### config.mk
export PLATFORM = sky130hd
export DESIGN_NAME = ssp_cfg_sequencer
export DESIGN_NICKNAME = d
export VERILOG_FILES = /design/src/rtl/ssp_cfg_sequencer_pkg.sv /design/src/rtl/ssp_upd_tracker.sv /design/src/rtl/ssp_cfg_sequencer.sv
export SDC_FILE = /design/constraint.sdc
export NUM_CORES = 1
export LEC_CHECK = 0
export BUFFER_PORTS_ARGS = -buffer_cell sky130_fd_sc_hd__buf_4
export CORE_MARGIN = 1
export CORE_UTILIZATION = 40
export DETAILED_ROUTE_END_ITERATION = 12
export PLACE_DENSITY = 0.71
export SETUP_SLACK_MARGIN = 0.05
export SYNTH_ARGS = -nofsm -noshare
export SYNTH_HDL_FRONTEND = slang
export SYNTH_SLANG_ARGS = --single-unit
### constraint.sdc
create_clock -name PCLK -period 4.8 [get_ports PCLK]
set_clock_uncertainty 0.15 [all_clocks]
set_input_delay 0.96 -clock PCLK [delete_from_list [all_inputs] [get_ports PCLK]]
set_output_delay 0.96 -clock PCLK [all_outputs]
set_load 0.01 [all_outputs]
### src/rtl/ssp_cfg_sequencer_pkg.sv
// Shared types and constants for the SSP configuration sequencer.
package ssp_cfg_sequencer_pkg;

    localparam int unsigned DATA_W  = 16;
    localparam int unsigned SEL_W   = 3;
    localparam int unsigned CR1_W   = 7;
    localparam int unsigned CPSR_W  = 7;
    localparam int unsigned IMSC_W  = 4;
    localparam int unsigned DMACR_W = 2;
    localparam int unsigned SSE_BIT = 1;

    localparam logic [DATA_W-1:0] ICR_CLEAR = 16'h0003;

    typedef enum logic [SEL_W-1:0] {
        SEL_CR0   = 3'd0,
        SEL_CR1   = 3'd1,
        SEL_CPSR  = 3'd2,
        SEL_IMSC  = 3'd3,
        SEL_ICR   = 3'd4,
        SEL_DMACR = 3'd5
    } host_sel_e;

    typedef enum logic [3:0] {
        ST_IDLE,
        ST_CR1_DIS,
        ST_CR0_WR,
        ST_CR0_WAIT,
        ST_CPSR_WR,
        ST_CPSR_WAIT,
        ST_IMSC_WR,
        ST_DMACR_WR,
        ST_ICR_WR,
        ST_CR1_EN,
        ST_DONE
    } state_e;

    typedef struct packed {
        logic [DATA_W-1:0]  cr0;
        logic [CR1_W-1:0]   cr1;
        logic [CPSR_W-1:0]  cpsr;
        logic [IMSC_W-1:0]  imsc;
        logic [DMACR_W-1:0] dmacr;
    } cfg_t;

    typedef struct packed {
        logic dmacr;
        logic icr;
        logic imsc;
        logic cpsr;
        logic cr1;
        logic cr0;
    } strobe_t;

    // One-hot strobe for a host select code; invalid codes yield no strobe.
    function automatic strobe_t sel_strobe(input logic [SEL_W-1:0] sel);
        strobe_t s;
        s = '0;
        case (sel)
            SEL_CR0:   s.cr0   = 1'b1;
            SEL_CR1:   s.cr1   = 1'b1;
            SEL_CPSR:  s.cpsr  = 1'b1;
            SEL_IMSC:  s.imsc  = 1'b1;
            SEL_ICR:   s.icr   = 1'b1;
            SEL_DMACR: s.dmacr = 1'b1;
            default:   s       = '0;
        endcase
        return s;
    endfunction

    function automatic logic [CR1_W-1:0] sse_clear(input logic [CR1_W-1:0] cr1);
        logic [CR1_W-1:0] r;
        r          = cr1;
        r[SSE_BIT] = 1'b0;
        return r;
    endfunction

endpackage

### src/rtl/ssp_upd_tracker.sv
// Pending-flag and timeout counter for one two-buffer update handshake.
module ssp_upd_tracker #(
    parameter int unsigned ACK_TIMEOUT = 255,
    parameter int unsigned TMO_W       = 8
) (
    input  logic clk,
    input  logic rst_n,
    input  logic upd_i,
    input  logic ack_i,
    input  logic wait_i,
    output logic pend_c_o,
    output logic timeout_c_o
);

    logic [TMO_W-1:0] cnt_q;
    logic [TMO_W-1:0] cnt_d;

    assign pend_c_o = upd_i ^ ack_i;

    // Counter restarts whenever the sequencer stops waiting on this handshake.
    always_comb begin
        cnt_d = '0;
        if (wait_i) begin
            cnt_d = cnt_q + TMO_W'(1);
        end
    end

    assign timeout_c_o = wait_i && (cnt_q == TMO_W'(ACK_TIMEOUT - 1));

    always_ff @(posedge clk) begin
        if (!rst_n) begin
            cnt_q <= '0;
        end else begin
            cnt_q <= cnt_d;
        end
    end

endmodule

### src/rtl/ssp_cfg_sequencer.sv
// Arbitrates host register writes against the autonomous SSP configuration
// sequence and drives the register core write strobes and write data.
module ssp_cfg_sequencer
    import ssp_cfg_sequencer_pkg::*;
#(
    parameter int unsigned ACK_TIMEOUT = 255,
    parameter int unsigned TMO_W       = 8
) (
    input  logic        PCLK,
    input  logic        PRESETn,
    input  logic        CfgStart,
    input  logic [15:0] CfgCR0,
    input  logic [6:0]  CfgCR1,
    input  logic [6:0]  CfgCPSR,
    input  logic [3:0]  CfgIMSC,
    input  logic [1:0]  CfgDMACR,
    input  logic        HostWrReq,
    input  logic [2:0]  HostSel,
    input  logic [15:0] HostWData,
    output logic        HostWrGnt,
    input  logic        CR0Update,
    input  logic        CR0UpdateAck,
    input  logic        CPSRUpdate,
    input  logic        CPSRUpdateAck,
    output logic [15:0] PWDATAIn,
    output logic        SSPCR0Wr,
    output logic        SSPCR1Wr,
    output logic        SSPCPSRWr,
    output logic        SSPIMSCWr,
    output logic        SSPICRWr,
    output logic        SSPDMACRWr,
    output logic        CfgBusy,
    output logic        CfgDone,
    output logic        CfgErr
);

    state_e            state_q;
    cfg_t              cfg_q;
    strobe_t           stb_q;
    logic [DATA_W-1:0] pwdata_q;
    logic              first_q;
    logic              busy_q;
    logic              done_q;
    logic              err_q;

    logic cr0_pend;
    logic cr0_tmo;
    logic cr0_wait;
    logic cpsr_pend;
    logic cpsr_tmo;
    logic cpsr_wait;

    // The first WAIT cycle always counts as waiting: the core's toggle is still in flight.
    assign cr0_wait  = ((state_q == ST_CR0_WR)    && cr0_pend) ||
                       ((state_q == ST_CR0_WAIT)  && (first_q || cr0_pend));
    assign cpsr_wait = ((state_q == ST_CPSR_WR)   && cpsr_pend) ||
                       ((state_q == ST_CPSR_WAIT) && (first_q || cpsr_pend));

    ssp_upd_tracker #(.ACK_TIMEOUT(ACK_TIMEOUT), .TMO_W(TMO_W)) u_cr0_trk (
        .clk         (PCLK),
        .rst_n       (PRESETn),
        .upd_i       (CR0Update),
        .ack_i       (CR0UpdateAck),
        .wait_i      (cr0_wait),
        .pend_c_o    (cr0_pend),
        .timeout_c_o (cr0_tmo)
    );

    ssp_upd_tracker #(.ACK_TIMEOUT(ACK_TIMEOUT), .TMO_W(TMO_W)) u_cpsr_trk (
        .clk         (PCLK),
        .rst_n       (PRESETn),
        .upd_i       (CPSRUpdate),
        .ack_i       (CPSRUpdateAck),
        .wait_i      (cpsr_wait),
        .pend_c_o    (cpsr_pend),
        .timeout_c_o (cpsr_tmo)
    );

    assign HostWrGnt = HostWrReq && (state_q == ST_IDLE) && !CfgStart &&
                       !((HostSel == SEL_CR0)  && cr0_pend) &&
                       !((HostSel == SEL_CPSR) && cpsr_pend);

    always_ff @(posedge PCLK) begin
        if (!PRESETn) begin
            state_q  <= ST_IDLE;
            cfg_q    <= '0;
            stb_q    <= '0;
            pwdata_q <= '0;
            first_q  <= 1'b0;
            busy_q   <= 1'b0;
            done_q   <= 1'b0;
            err_q    <= 1'b0;
        end else begin
            stb_q   <= '0;
            done_q  <= 1'b0;
            err_q   <= 1'b0;
            first_q <= 1'b0;
            unique case (state_q)
                ST_IDLE: begin
                    if (CfgStart) begin
                        cfg_q.cr0   <= CfgCR0;
                        cfg_q.cr1   <= CfgCR1;
                        cfg_q.cpsr  <= CfgCPSR;
                        cfg_q.imsc  <= CfgIMSC;
                        cfg_q.dmacr <= CfgDMACR;
                        busy_q      <= 1'b1;
                        state_q     <= ST_CR1_DIS;
                    end else if (HostWrGnt) begin
                        stb_q <= sel_strobe(HostSel);
                        if (HostSel <= SEL_DMACR) begin
                            pwdata_q <= HostWData;
                        end
                    end
                end
                ST_CR1_DIS: begin
                    stb_q.cr1 <= 1'b1;
                    pwdata_q  <= DATA_W'(sse_clear(cfg_q.cr1));
                    state_q   <= ST_CR0_WR;
                end
                ST_CR0_WR: begin
                    if (cr0_tmo) begin
                        err_q   <= 1'b1;
                        busy_q  <= 1'b0;
                        state_q <= ST_IDLE;
                    end else if (!cr0_pend) begin
                        stb_q.cr0 <= 1'b1;
                        pwdata_q  <= cfg_q.cr0;
                        first_q   <= 1'b1;
                        state_q   <= ST_CR0_WAIT;
                    end
                end
                ST_CR0_WAIT: begin
                    if (cr0_tmo) begin
                        err_q   <= 1'b1;
                        busy_q  <= 1'b0;
                        state_q <= ST_IDLE;
                    end else if (!first_q && !cr0_pend) begin
                        state_q <= ST_CPSR_WR;
                    end
                end
                ST_CPSR_WR: begin
                    if (cpsr_tmo) begin
                        err_q   <= 1'b1;
                        busy_q  <= 1'b0;
                        state_q <= ST_IDLE;
                    end else if (!cpsr_pend) begin
                        stb_q.cpsr <= 1'b1;
                        pwdata_q   <= {8'h00, cfg_q.cpsr, 1'b0};
                        first_q    <= 1'b1;
                        state_q    <= ST_CPSR_WAIT;
                    end
                end
                ST_CPSR_WAIT: begin
                    if (cpsr_tmo) begin
                        err_q   <= 1'b1;
                        busy_q  <= 1'b0;
                        state_q <= ST_IDLE;
                    end else if (!first_q && !cpsr_pend) begin
                        state_q <= ST_IMSC_WR;
                    end
                end
                ST_IMSC_WR: begin
                    stb_q.imsc <= 1'b1;
                    pwdata_q   <= DATA_W'(cfg_q.imsc);
                    state_q    <= ST_DMACR_WR;
                end
                ST_DMACR_WR: begin
                    stb_q.dmacr <= 1'b1;
                    pwdata_q    <= DATA_W'(cfg_q.dmacr);
                    state_q     <= ST_ICR_WR;
                end
                ST_ICR_WR: begin
                    stb_q.icr <= 1'b1;
                    pwdata_q  <= ICR_CLEAR;
                    state_q   <= ST_CR1_EN;
                end
                ST_CR1_EN: begin
                    stb_q.cr1 <= 1'b1;
                    pwdata_q  <= DATA_W'(cfg_q.cr1);
                    done_q    <= 1'b1;
                    state_q   <= ST_DONE;
                end
                ST_DONE: begin
                    busy_q  <= 1'b0;
                    state_q <= ST_IDLE;
                end
                default: begin
                    busy_q  <= 1'b0;
                    state_q <= ST_IDLE;
                end
            endcase
        end
    end

    assign PWDATAIn   = pwdata_q;
    assign SSPCR0Wr   = stb_q.cr0;
    assign SSPCR1Wr   = stb_q.cr1;
    assign SSPCPSRWr  = stb_q.cpsr;
    assign SSPIMSCWr  = stb_q.imsc;
    assign SSPICRWr   = stb_q.icr;
    assign SSPDMACRWr = stb_q.dmacr;
    assign CfgBusy    = busy_q;
    assign CfgDone    = done_q;
    assign CfgErr     = err_q;

endmodule

; ---- Word-level counts from Yosys, hierarchy flattened
; Index checks and enable logic that the tools add are counted.
[word_totals]
reg_bits = 82
out_inout_bits = 26
[op_classes]
n_addsub = 2
magnitude_cmp = 1
eq_ne = 30
n_mux = 45
n_bitwise = 3
n_reduce_logical = 37
[ops]
columns = cell, count
row1 = $pmux W16 S8, 1
row2 = $mux W16, 7
row3 = $pmux W4 S10, 1
row4 = $mux W4, 9
row5 = $add A8 B1 Y8 const B, 2
row6 = $eq A4 B3 Y1 const B, 4
row7 = $eq A8 B8 Y1 const B, 2
row8 = $mux W1, 16
row9 = $pmux W1 S2, 8
row10 = $logic_and A1 B1 Y1, 14
row11 = $ne A2 B2 Y1 const B, 7
row12 = $mux W6, 2
row13 = $eq A4 B2 Y1 const B, 2
row14 = $eq A4 B4 Y1 const B, 2
row15 = $reduce_and A8 Y1, 1
row16 = $reduce_bool A8 Y1, 1
row17 = $eq A3 B2 Y1 const B, 2
row18 = $eq A3 B3 Y1 const B, 2
row19 = $logic_not A1 Y1, 6
row20 = $ne A2 B1 Y1 const B, 3
row21 = $ne A3 B2 Y1 const B, 2
row22 = $ne A3 B3 Y1 const B, 2
row23 = $reduce_and A2 Y1, 3
row24 = $reduce_or A2 Y1, 3
row25 = 12 further kinds, 16

; ---- Longest topological paths before layout
; Gate-level depths: netlist of run 1.
[depth]
word_depth = 8
mapped_depth = 8

; ---- Hierarchy
; A second synthesis of run 1 with hierarchy kept.
[hier_totals]
cells_unflattened = 448
area_unflattened_um2 = 3804.9
[by_module_without_submodules]
columns = module, instances, cells_each, area_each_um2, seq_area_each_um2
row1 = ssp_cfg_sequencer, 1, 372, 3119.2, 1321.3
row2 = ssp_upd_tracker at u_cr0_trk, 1, 38, 345.3, 160.2
row3 = ssp_upd_tracker at u_cpsr_trk, 1, 38, 340.3, 160.2

; ---- Worst setup path before layout of run 1
; OpenSTA, ideal clock, no wires.
[synth_timing]
path_type = input to output
from = input HostSel[1]
to = output HostWrGnt
t_arrival_ps = 1731
required_time_ps = 3690
slack_ps = 1959
stages = 4
n_path_buf = 1
cell_sequence = clkbuf_1 > nor2_1 > a2111oi_0 > nor3_1
[synth_via]
elab_chain_cells = 5
word_cells_on_any_way = 8
cone_classes = eq/ne: 1 / reduce/logical: 7
[synth_lines]
columns = element, line
row1 = "start, declared", ssp_cfg_sequencer.sv:18  ; input logic [2:0] HostSel,
row2 = $logic_not A3 Y1, ssp_cfg_sequencer.sv:80  ; !((HostSel == SEL_CR0) && cr0_pend) &&
row3 = $logic_and A1 B1 Y1, ssp_cfg_sequencer.sv:80
row4 = $logic_not A1 Y1, ssp_cfg_sequencer.sv:80
row5 = $logic_and A1 B1 Y1, ssp_cfg_sequencer.sv:79  ; assign HostWrGnt = HostWrReq && (state_q == ST_IDLE) && !CfgStart &&
row6 = $logic_and A1 B1 Y1 *, ssp_cfg_sequencer.sv:80
row7 = "end, declared", ssp_cfg_sequencer.sv:20  ; output logic HostWrGnt,
; Mark *: on every way between the ends. The rest lies on a longest branch, timed or not.

; ---- Worst setup path after layout of run 1
[layout_timing]
from = input CR0UpdateAck
to = output HostWrGnt
[layout_via]
elab_chain_cells = 5
[layout_lines]
columns = element, line
row1 = "start, declared", ssp_cfg_sequencer.sv:22  ; input logic CR0UpdateAck,
row2 = $xor A1 B1 Y1, ssp_upd_tracker.sv:18  ; assign pend_c_o = upd_i ^ ack_i;
row3 = $logic_and A1 B1 Y1, ssp_cfg_sequencer.sv:80
row4 = $logic_not A1 Y1, ssp_cfg_sequencer.sv:80
row5 = $logic_and A1 B1 Y1, ssp_cfg_sequencer.sv:79
row6 = $logic_and A1 B1 Y1, ssp_cfg_sequencer.sv:80
; Every way passes these cells.

==> results of run 1 <==
==> worst paths after layout <==
check | end | slack [ns] | depth (start not counted)
worst min-delay path | cfg_q[11] | 0.31 | 2
worst min register to register | cfg_q[11] | 0.31 | 2
worst max-delay path | HostWrGnt | 1.57 | 6
worst max register to register | PWDATAIn[4] | 2.10 | 5
==> registers in the layout (all words and copies together), names as in the netlist, 4 cells and up <==
register and cells:
u_cpsr_trk.cnt_q 8, state_q 4, u_cr0_trk.cnt_q 8, cfg_q 36, PWDATAIn 16
==> layer usage <==
layer | up-vias | GRT usage (%) | wire, µm
li1 | 1765 | - | -
met1 | 1626 | 27.0 | 4490
met3 | 13 | 4.07 | 592
met2 | 113 | 31.1 | 4540
met5 | - | 0 | 0
met4 | 0 | 5.69 | 150
==> cell usage in the layout, fill, tap and decap left out, types with 4 or more instances in the layout <==
| master | synthesis | layout |
|---|---|---|
| a21oi_1 | 32 | 32 |
| dfxtp_1 | 82 | 82 |
| nand3_1 | 15 | 15 |
| clkbuf_8 | 0 | 9 |
| ha_1 | 4 | 4 |
| xnor2_1 | 4 | 4 |
| nand2_1 | 117 | 117 |
| nor2_1 | 27 | 27 |
| nand4_1 | 5 | 5 |
| a21boi_0 | 19 | 19 |
| o21ai_0 | 10 | 10 |
| o21a_1 | 6 | 6 |
| a22o_1 | 10 | 10 |
| buf_4 | 5 | 91 |
| mux2i_1 | 18 | 18 |
| inv_1 | 6 | 6 |
| xor2_1 | 12 | 12 |
==> layout make-up <==
type                       count  area [µm²]  area share [%]
multi-input combinational    349        2100            43.6
sequential                    82        1640            34.0
timing repair buffer          91         683            14.2
tap                          129         161            3.35
clock buffer                  10         128            2.65
clock inverter                 5        80.1            1.66
inverter                       7        26.3           0.545
==> metrics by stage <==
| step | setup slack, ns | hold slack, ns |
|---|---|---|
| after floorplan | 1.96 | 0.282 |
| after global placement | 1.64 | 0.296 |
| after detailed placement | 1.55 | 0.300 |
| after CTS | 1.54 | 0.312 |
| after global routing | 1.43 | 0.335 |
| final | 1.57 | 0.307 |
==> critical path, cell delays in order <==
cell,delay (ns)
buf_4,0.13
xor2_2,0.26
nor2_1,0.07
a2111oi_0,0.45
nor3_1,0.09
buf_4,0.16
==> report_power, final <==
group | leakage (nW) | internal [mW] | switching, mW
Combinational | 1.21 | 0.381 | 0.525
Clock | 0.0984 | 0.289 | 0.242
Sequential | 0.668 | 0.798 | 0.116
==> kinds of logic (layout without fill, tap and decap cells) <==
family / Yosys count / after routing / share of synthesized area (%)
muxes: 18 / 18 / 4.57
DFF: 82 / 82 / 41.7
and+or+nand+nor: 205 / 205 / 24.9
adders and majority gates: 4 / 4 / 1.27
xor gates and xnor gates: 17 / 17 / 3.97
AOI/OAI and AO/OA: 105 / 105 / 18.6
buffers and inverters: 37 / 113 / 4.95
==> metrics.csv, run 1 <==
metric,value,unit
outcome,finished clean,
CTS tree,built,
fin cells,673,
maximum VDD drop,219,µV
Relative slew margins,29.5,%
via-per-instance ratio,5.23,
crit path kind,input port to output port,
vias in the first global route,3344,
dominant cell by count in the synthesized netlist,nand2_1,
Critical Path Sink Type,output port,
final core occ,51.5,%
first-pass GRT wire length,15800,µm
ys async rst share,0,%
Post-synth EDFFs,0,
sequential fraction of the synthesis area,41.7,%
Die X,101,µm
CTS Root Cell,clkbuf_8,
Synth Net Count,535,
initial DRC count,235,
Antenna diodes,0,
Max Cap Viol,0,
Port Buffers,88,
total negative slack,0,ns
dpl cells,658,
RSZ-0062 raised after global routing,false,
initial antenna violation count,0,
Pwr Density,487,mW/mm²
fin. max-slew vios,0,
Placement Cell Area,0.00462,mm²
dpl hpwl,7130,µm
Peak Freq,0.310,GHz
Area contributors post-synth,"dfxtp_1 (42%), nand2_1 (11%), mux2i_1 (4.6%)",
"Req. time, crit path",3.69,ns
largest net degree at the start of global routing,60,
Hold Path Class,flip-flop to flip-flop,
Clock Latency Late Sink,0.35,ns
initial core utilization,42.0,%
share of layout cells above drive strength 1,22.1,%
post-DR wirelength/cell,14.5,µm
Yosys cell types,65,
final wirelength,9770,µm
cts hold-fix bufs,0,
core area,0.00937,mm²
total CTS buffers,9,
DR vias,3517,
Power Total,2.35,mW
worst hold start,cfg_q[11],
setup repair bufs after CTS,0,
Period minus WS final,3.23,ns
Worst-Margin Slew,1.06,ns
ys flop type,dfxtp_1,
Worst-path clk slew,0.07,ns
Synth top cells by count,"nand2_1 (117), dfxtp_1 (82), a21oi_1 (32), nor2_1 (27), a21boi_0 (19)",
drt drc,0,
leakage,1.98,nW
die area,0.0103,mm²
filler cell count,908,
Gate Count Post-Synth,468,
Final Cycle Share,67.3,%
P&R area growth vs syn,22.4,%
worst setup path startpoint,CR0UpdateAck,
CP max FO,5,
Worst Setup Start Kind,input port,
GRT Total Usage,19.7,%
"Cell Area, Synth",0.00394,mm²
data arrival time of the worst path,2.12,ns
Final Cell Area,0.00482,mm²
IO Count,89,
number of synthesized register bits,82,
Die Ht,101,µm
setup violators final,0,
first drt pass iteration count,5,
Yosys top cell area share,41.7,%
synthesis warning total,0,
CTS resizes,0,
# rows,35,
Detail Route Antenna Nets,0,
Syn Area/Cell,8.42,µm²
nets@finish,607,
top cell type by total area after synthesis,dfxtp_1,
gr ovfl total,0,
gp weighted congestion,0.856,
reg2reg start,state_q[1],
final hold violations,0,
CTS max path bufs,2,
CTS sink count,82,
CTS H-tree lvls,3,
(Power assumes the default switching activity.)
==> run 2, diff against run 1 <==
- clock period: 4.8 -> 3.3 ns (I/O delays scaled with it)
==> run 2 against run 1 <==
Compared with the run above: worst setup slack got worse by 0.85 ns; critical path depth fell by 2; non-clock buffer count rose by 2; critical endpoint unchanged; largest cell class unchanged; largest power group is now combinational logic.
==> metrics.csv, run 2 (synthesis gave the netlist of run 1 again) <==
metric,value,unit,change
GR Layer Usage met1,28.4,%,was 27.0%
most frequent cells in the layout,"nand2_1 (117), buf_4 (93), dfxtp_1 (82)",,"was nand2_1 (117), buf_4 (91), dfxtp_1 (82)"
CTS Root Cell,clkbuf_8,,unchanged
total CTS buffers,9,,unchanged
gp weighted congestion,0.849,,was 0.856
Detail Route Antenna Nets,0,,unchanged
# rows,35,,unchanged
initial antenna violation count,0,,unchanged
Power Total,3.50,mW,was 2.35 mW
crit path kind,flip-flop to output port,,was input port to output port
Final Cycle Share,78.2,%,
pre-CTS setup slack,0.764,ns,was 1.55 ns
Max Cap Viol,0,,unchanged
Hold Slack,0.311,ns,was 0.307 ns
Port Buffers,88,,unchanged
Logic pwr share,38.5,%,about the same
worst hold start,cfg_q[6],,was cfg_q[11]
Antenna diodes,0,,unchanged
Relative slew margins,50.8,%,was 29.5%
setup repair bufs after CTS,0,,unchanged
share of layout cells above drive strength 1,22.7,%,was 22.1%
CTS tree,built,,unchanged
worst setup path startpoint,state_q[3],,was CR0UpdateAck
setup violators final,0,,unchanged
gr ovfl total,0,,unchanged
first drt pass iteration count,5,,unchanged
CP max FO,17,,was 5
Worst-Margin Slew,0.737,ns,was 1.06 ns
Die Ht,101,µm,unchanged
Worst-path clk slew,0.09,ns,was 0.07 ns
busiest grt layer,met2,,unchanged
post-route setup slack,0.720,ns,was 1.57 ns
Pwr Density,720,mW/mm²,was 487 mW/mm²
max incr delay on CP,0.51,ns,was 0.45 ns
CTS max path bufs,2,,unchanged
cts hold-fix bufs,0,,unchanged
RSZ-0062 raised after global routing,false,,unchanged
CTS sink count,82,,unchanged
Period minus WS final,2.58,ns,
met3 GRT Util,3.17,%,was 4.07%
dpl hpwl,7150,µm,was 7130 µm
fin. max-slew vios,0,,unchanged
Die X,101,µm,unchanged
P&R area growth vs syn,23.5,%,was 22.4%
nets@finish,609,,was 607
"delay-heaviest family, CP",simple AND/OR/NAND/NOR gates,,was compound AO/OA/AOI/OAI gates
GRT Total Usage,20.1,%,was 19.7%
final hold violations,0,,unchanged
Worst Setup Start Kind,flip-flop,,was input port
CP bufs+invs,1,,was 2
switching power,1.32,mW,was 883 µW
final wirelength,9930,µm,was 9770 µm
via-per-instance ratio,5.15,,was 5.23
total negative slack,0,ns,unchanged
post-DR wirelength/cell,14.7,µm,was 14.5 µm
CP max-delay cell,dfxtp_1,,was a2111oi_0
largest net degree at the start of global routing,44,,was 60
Peak Freq,0.388,GHz,
reg2reg start,state_q[2],,was state_q[1]
CTS resizes,0,,unchanged
IO Count,89,,unchanged
fin cells,676,,was 673
Clock Latency Late Sink,0.35,ns,about the same
Hold Path Class,flip-flop to flip-flop,,unchanged
max reg flops,36,,unchanged
maximum VDD drop,311,µV,was 219 µV
CP cell instances,nor2_4 -> nand2_2 -> nor3_1 -> buf_4,,was buf_4 -> xor2_2 -> nor2_1 -> a2111oi_0 -> nor3_1 -> buf_4
CTS H-tree lvls,3,,unchanged
dpl cells,660,,was 658
data arrival time of the worst path,1.77,ns,was 2.12 ns
leakage,2.01,nW,was 1.98 nW
initial core utilization,42.0,%,unchanged
"commonest non-fill, non-tap cell in the layout",nand2_1,,unchanged
core area,0.00937,mm²,unchanged
switching part of the total power,37.8,%,was 37.5%
Critical Path Sink Type,output port,,unchanged
Seq pwr share,37.6,%,was 38.9%
vias in the first global route,3227,,was 3344
"Req. time, crit path",2.49,ns,was 3.69 ns
met2 Use GR,30.6,%,was 31.1%
initial DRC count,241,,was 235
DR vias,3484,,was 3517
drt drc,0,,unchanged
die area,0.0103,mm²,unchanged
outcome,finished clean,,unchanged
Int Pwr,2.18,mW,was 1.47 mW
Largest Register,cfg_q,,unchanged
first-pass GRT wire length,16000,µm,was 15800 µm
power share of the clock group,23.9,%,was 22.6%
run 2: final timing paths:
path                                    end  cells past startpoint  slack, ns
worst max-delay path              HostWrGnt                      4       0.72
worst min register to register     cfg_q[6]                      2       0.31
worst max register to register  PWDATAIn[2]                      6       0.86
worst min-delay path               cfg_q[6]                      2       0.31
run 2: worst reg2reg max path, delay by kind of cell (launching register included):
kind                   cells  cell delay, ns
muxes                      1            0.14
and+or+nand+nor            2            0.64
AOI/OAI and AO/OA          2            0.38
DFF                        1            0.74
buffers and inverters      1            0.32
run 2: per-stage QoR:
| stage | utilization, % | area [µm²] |
|---|---|---|
| final | 51.9 | 4860 |
| after global routing | 51.9 | 4860 |
| after CTS | 51.9 | 4860 |
| after detailed placement | 49.4 | 4630 |
| after global placement | 49.4 | 4630 |
| after floorplan | - | 3940 |
run 2: cell type report:
type,instances,area (µm²)
clock inverter,6,96.3
clock buffer,10,138
fill,934,4510
inverter,7,26.3
timing repair buffer,93,698
multi-input combinational,349,2100
tap,129,161
sequential,82,1640
run 2: power groups by stage:
stage	sequential, mW	combinational, mW	clock (mW)
final	1.32	1.35	0.837
after global placement	1.33	1.31	0
after floorplan	1.28	1.03	0
after detailed placement	1.34	1.34	0
after CTS	1.31	1.34	0.849
after global routing	1.34	1.48	0.892
run 2: layer usage:
metal	routed length [µm]	vias to the layer above	part of all wire [%]
li1	-	1761	-
met3	580	6	5.8
met5	0	-	0
met2	4570	111	46
met1	4710	1606	47
met4	68	0	0.69
==> run 3, diff against run 2 <==
- ABC_AREA: unset -> 1
- clock period: 3.3 -> 2.4 ns (I/O delays scaled with it)
==> run 3 against run 2 <==
Compared with the run above: global-route usage fell by 0.19 points; critical path depth rose by 2; total power rose by 53%; routed wire length fell by 2.9%; sequential share of layout area rose by 0.10 points; die area fell by 3.1%; via count rose by 9.4%; sequential power rose by 42%; clock power rose by 47%; register-to-register slack got worse by 0.59 ns; non-clock buffer count rose by 4; largest cell class unchanged.
==> metrics.csv, run 3 <==
metric,value,unit,change
number of synthesized register bits,82,,unchanged
GRT Total Usage,19.9,%,was 20.1%
share of layout cells above drive strength 1,22.0,%,was 22.7%
Clock Latency Late Sink,0.34,ns,was 0.35 ns
DR vias,3810,,was 3484
Seq pwr share,34.8,%,was 37.6%
cts hold-fix bufs,0,,unchanged
maximum VDD drop,430,µV,was 311 µV
first-pass GRT wire length,15900,µm,was 16000 µm
ys async rst share,0,%,unchanged
gp weighted congestion,0.834,,was 0.849
initial core utilization,41.3,%,was 42.0%
Hold Slack,0.250,ns,was 0.311 ns
# rows,35,,unchanged
final hold violations,0,,unchanged
Pwr Density,1100,mW/mm²,was 720 mW/mm²
CTS tree,built,,unchanged
ys flop type,dfxtp_1,,unchanged
max reg flops,36,,unchanged
core area,0.00924,mm²,was 0.00937 mm²
Placement Cell Area,0.00458,mm²,was 0.00463 mm²
CP max FO,7,,was 17
"Req. time, crit path",1.77,ns,was 2.49 ns
Die X,99.7,µm,was 101 µm
leakage,2.19,nW,was 2.01 nW
CP bufs+invs,2,,was 1
CTS max path bufs,2,,unchanged
CP cell instances,nor2_4 -> nand3_2 -> nor2_1 -> nand3_1 -> inv_2 -> buf_4,,was nor2_4 -> nand2_2 -> nor3_1 -> buf_4
Largest Register,cfg_q,,unchanged
"commonest non-fill, non-tap cell in the layout",nand2_1,,unchanged
Int Pwr,3.24,mW,was 2.18 mW
gr ovfl total,0,,unchanged
Period minus WS final,2.18,ns,
die area,0.00994,mm²,was 0.0103 mm²
Relative slew margins,65.6,%,was 50.8%
Critical Path Sink Type,output port,,unchanged
CTS H-tree lvls,3,,unchanged
IO Count,89,,unchanged
dpl hpwl,6890,µm,was 7150 µm
outcome,finished clean,,unchanged
Hold Path Class,input port to flip-flop,,was flip-flop to flip-flop
drt drc,0,,unchanged
sequential fraction of the synthesis area,43.0,%,was 41.7%
most frequent cells in the layout,"nand2_1 (131), buf_4 (97), dfxtp_1 (80)",,"was nand2_1 (117), buf_4 (93), dfxtp_1 (82)"
Die Ht,99.7,µm,was 101 µm
"Cell Area, Synth",0.00382,mm²,was 0.00394 mm²
P&R area growth vs syn,27.3,%,was 23.5%
Post-synth EDFFs,0,,unchanged
initial antenna violation count,0,,unchanged
CTS Root Cell,clkbuf_8,,unchanged
max incr delay on CP,0.39,ns,was 0.51 ns
nets@finish,694,,was 609
Yosys top cell area share,43.0,%,was 41.7%
first drt pass iteration count,5,,unchanged
crit path kind,flip-flop to output port,,unchanged
data arrival time of the worst path,1.55,ns,was 1.77 ns
switching power,2.12,mW,was 1.32 mW
Syn Area/Cell,7.05,µm²,was 8.42 µm²
synthesis warning total,0,,unchanged
Worst Setup Start Kind,flip-flop,,unchanged
CP max-delay cell,dfxtp_2,,was dfxtp_1
top cell type by total area after synthesis,dfxtp_1,,unchanged
Final Cycle Share,90.7,%,
Max Cap Viol,0,,unchanged
Worst-Margin Slew,0.515,ns,was 0.737 ns
RSZ-0062 raised after global routing,false,,unchanged
total negative slack,0,ns,unchanged
Power Total,5.36,mW,was 3.50 mW
initial DRC count,216,,was 241
Synth top cells by count,"nand2_1 (131), dfxtp_1 (82), nor2_1 (75), a21oi_1 (57), nand3_1 (52)",,"was nand2_1 (117), dfxtp_1 (82), a21oi_1 (32), nor2_1 (27), a21boi_0 (19)"
Port Buffers,88,,unchanged
post-DR wirelength/cell,12.7,µm,was 14.7 µm
total CTS buffers,9,,unchanged
switching part of the total power,39.6,%,was 37.8%
"delay-heaviest family, CP",simple AND/OR/NAND/NOR gates,,unchanged
Logic pwr share,42.3,%,was 38.5%
power share of the clock group,22.9,%,was 23.9%
dominant cell by count in the synthesized netlist,nand2_1,,unchanged
Antenna diodes,0,,unchanged
setup violators final,0,,unchanged
Area contributors post-synth,"dfxtp_1 (43%), nand2_1 (13%), a21oi_1 (7.5%)",,"was dfxtp_1 (42%), nand2_1 (11%), mux2i_1 (4.6%)"
Gate Count Post-Synth,541,,was 468
final wirelength,9630,µm,was 9930 µm
largest net degree at the start of global routing,40,,was 44
Synth Net Count,608,,was 535
Peak Freq,0.459,GHz,
CTS sink count,82,,unchanged
vias in the first global route,3439,,was 3227
via-per-instance ratio,5.01,,was 5.15
Detail Route Antenna Nets,0,,unchanged
fin. max-slew vios,0,,unchanged
Worst-path clk slew,0.09,ns,about the same
Yosys cell types,31,,was 65
Final Cell Area,0.00486,mm²,about the same
filler cell count,902,,was 934
Reg2Reg Setup Slack,0.27,ns,was 0.86 ns
## run 3: cell count changes after synthesis, sizes merged, moves of 4 or more
cell	before	now
a21oi	32	57
inv	6	46
xor2	13	5
a22o	10	0
nand2	119	135
o21a	6	0
mux2i	18	0
a21boi	19	0
nand3	16	54
a22oi	2	8
nand4	5	9
buf	17	11
nor2	30	84
## run 3: metrics by stage
step                util (%)  setup WS (ns)  std cells
global route            52.6         0.0483        761
floorplan                  -          0.680        541
CTS                     52.4         0.0776        760
detailed placement      49.5          0.115        743
global placement        49.5          0.188        743
finish                  52.6          0.223        761
## run 3: repair_timing
action / in CTS / in global routing
pin swaps: 1 / 1
endpoints found under the setup margin: 1 / 17
buffers inserted: 1 / 0
gates resized for setup: 1 / 5
cloned: 0 / 1
## run 3: kinds of logic (layout without fill, tap and decap cells)
logic type                 after synthesis  after routing  share of synthesized area, %
and+or+nand+nor                        293            294                          33.8
AOI/OAI and AO/OA                       84             84                          12.0
DFF                                     82             82                          43.0
buffers and inverters                   69            159                          7.74
xor gates and xnor gates                 9              9                          2.07
adders and majority gates                4              4                          1.31
## run 3: tightest hold or removal path: stages
cell	delay [ns]
buf_4	0.11
nand3_1	0.07
a21oi_1	0.06
## run 3: final timing paths
| kind | from | end | cells past startpoint |
|---|---|---|---|
| setup / recovery | state_q[0] | HostWrGnt | 6 |
| hold / removal | CfgCR0[13] | cfg_q[33] | 3 |
| setup reg to reg | state_q[1] | PWDATAIn[0] | 11 |
| hold reg to reg | cfg_q[21] | cfg_q[21] | 2 |
## run 3: power by group through the flow
stage / logic [mW] / clock network (mW) / registers, mW
6_report: 2.27 / 1.23 / 1.87
5_1_grt: 2.57 / 1.31 / 1.90
4_1_cts: 2.20 / 1.25 / 1.86
3_5_place_dp: 2.17 / 0 / 1.89
3_3_place_gp: 2.13 / 0 / 1.88
2_1_floorplan: 1.56 / 0 / 1.92
## run 3: area by class of cell
class | instances | area, µm² | area share, %
clock buffer | 10 | 138 | 2.83
clock inverter | 6 | 113 | 2.32
inverter | 46 | 173 | 3.55
multi-input combinational | 391 | 1900 | 39.1
sequential | 82 | 1640 | 33.8
tap | 129 | 161 | 3.32
timing repair buffer | 97 | 728 | 15.0
## run 3: metal layers
metal  up-vias  part of all wire, %  global-route usage [%]
li1       1937                    -                       -
met1      1740                   46                    25.9
met2       120                   47                    33.1
met3        13                  6.1                    4.08
met4         0                  1.4                    5.88
met5         -                    0                       0
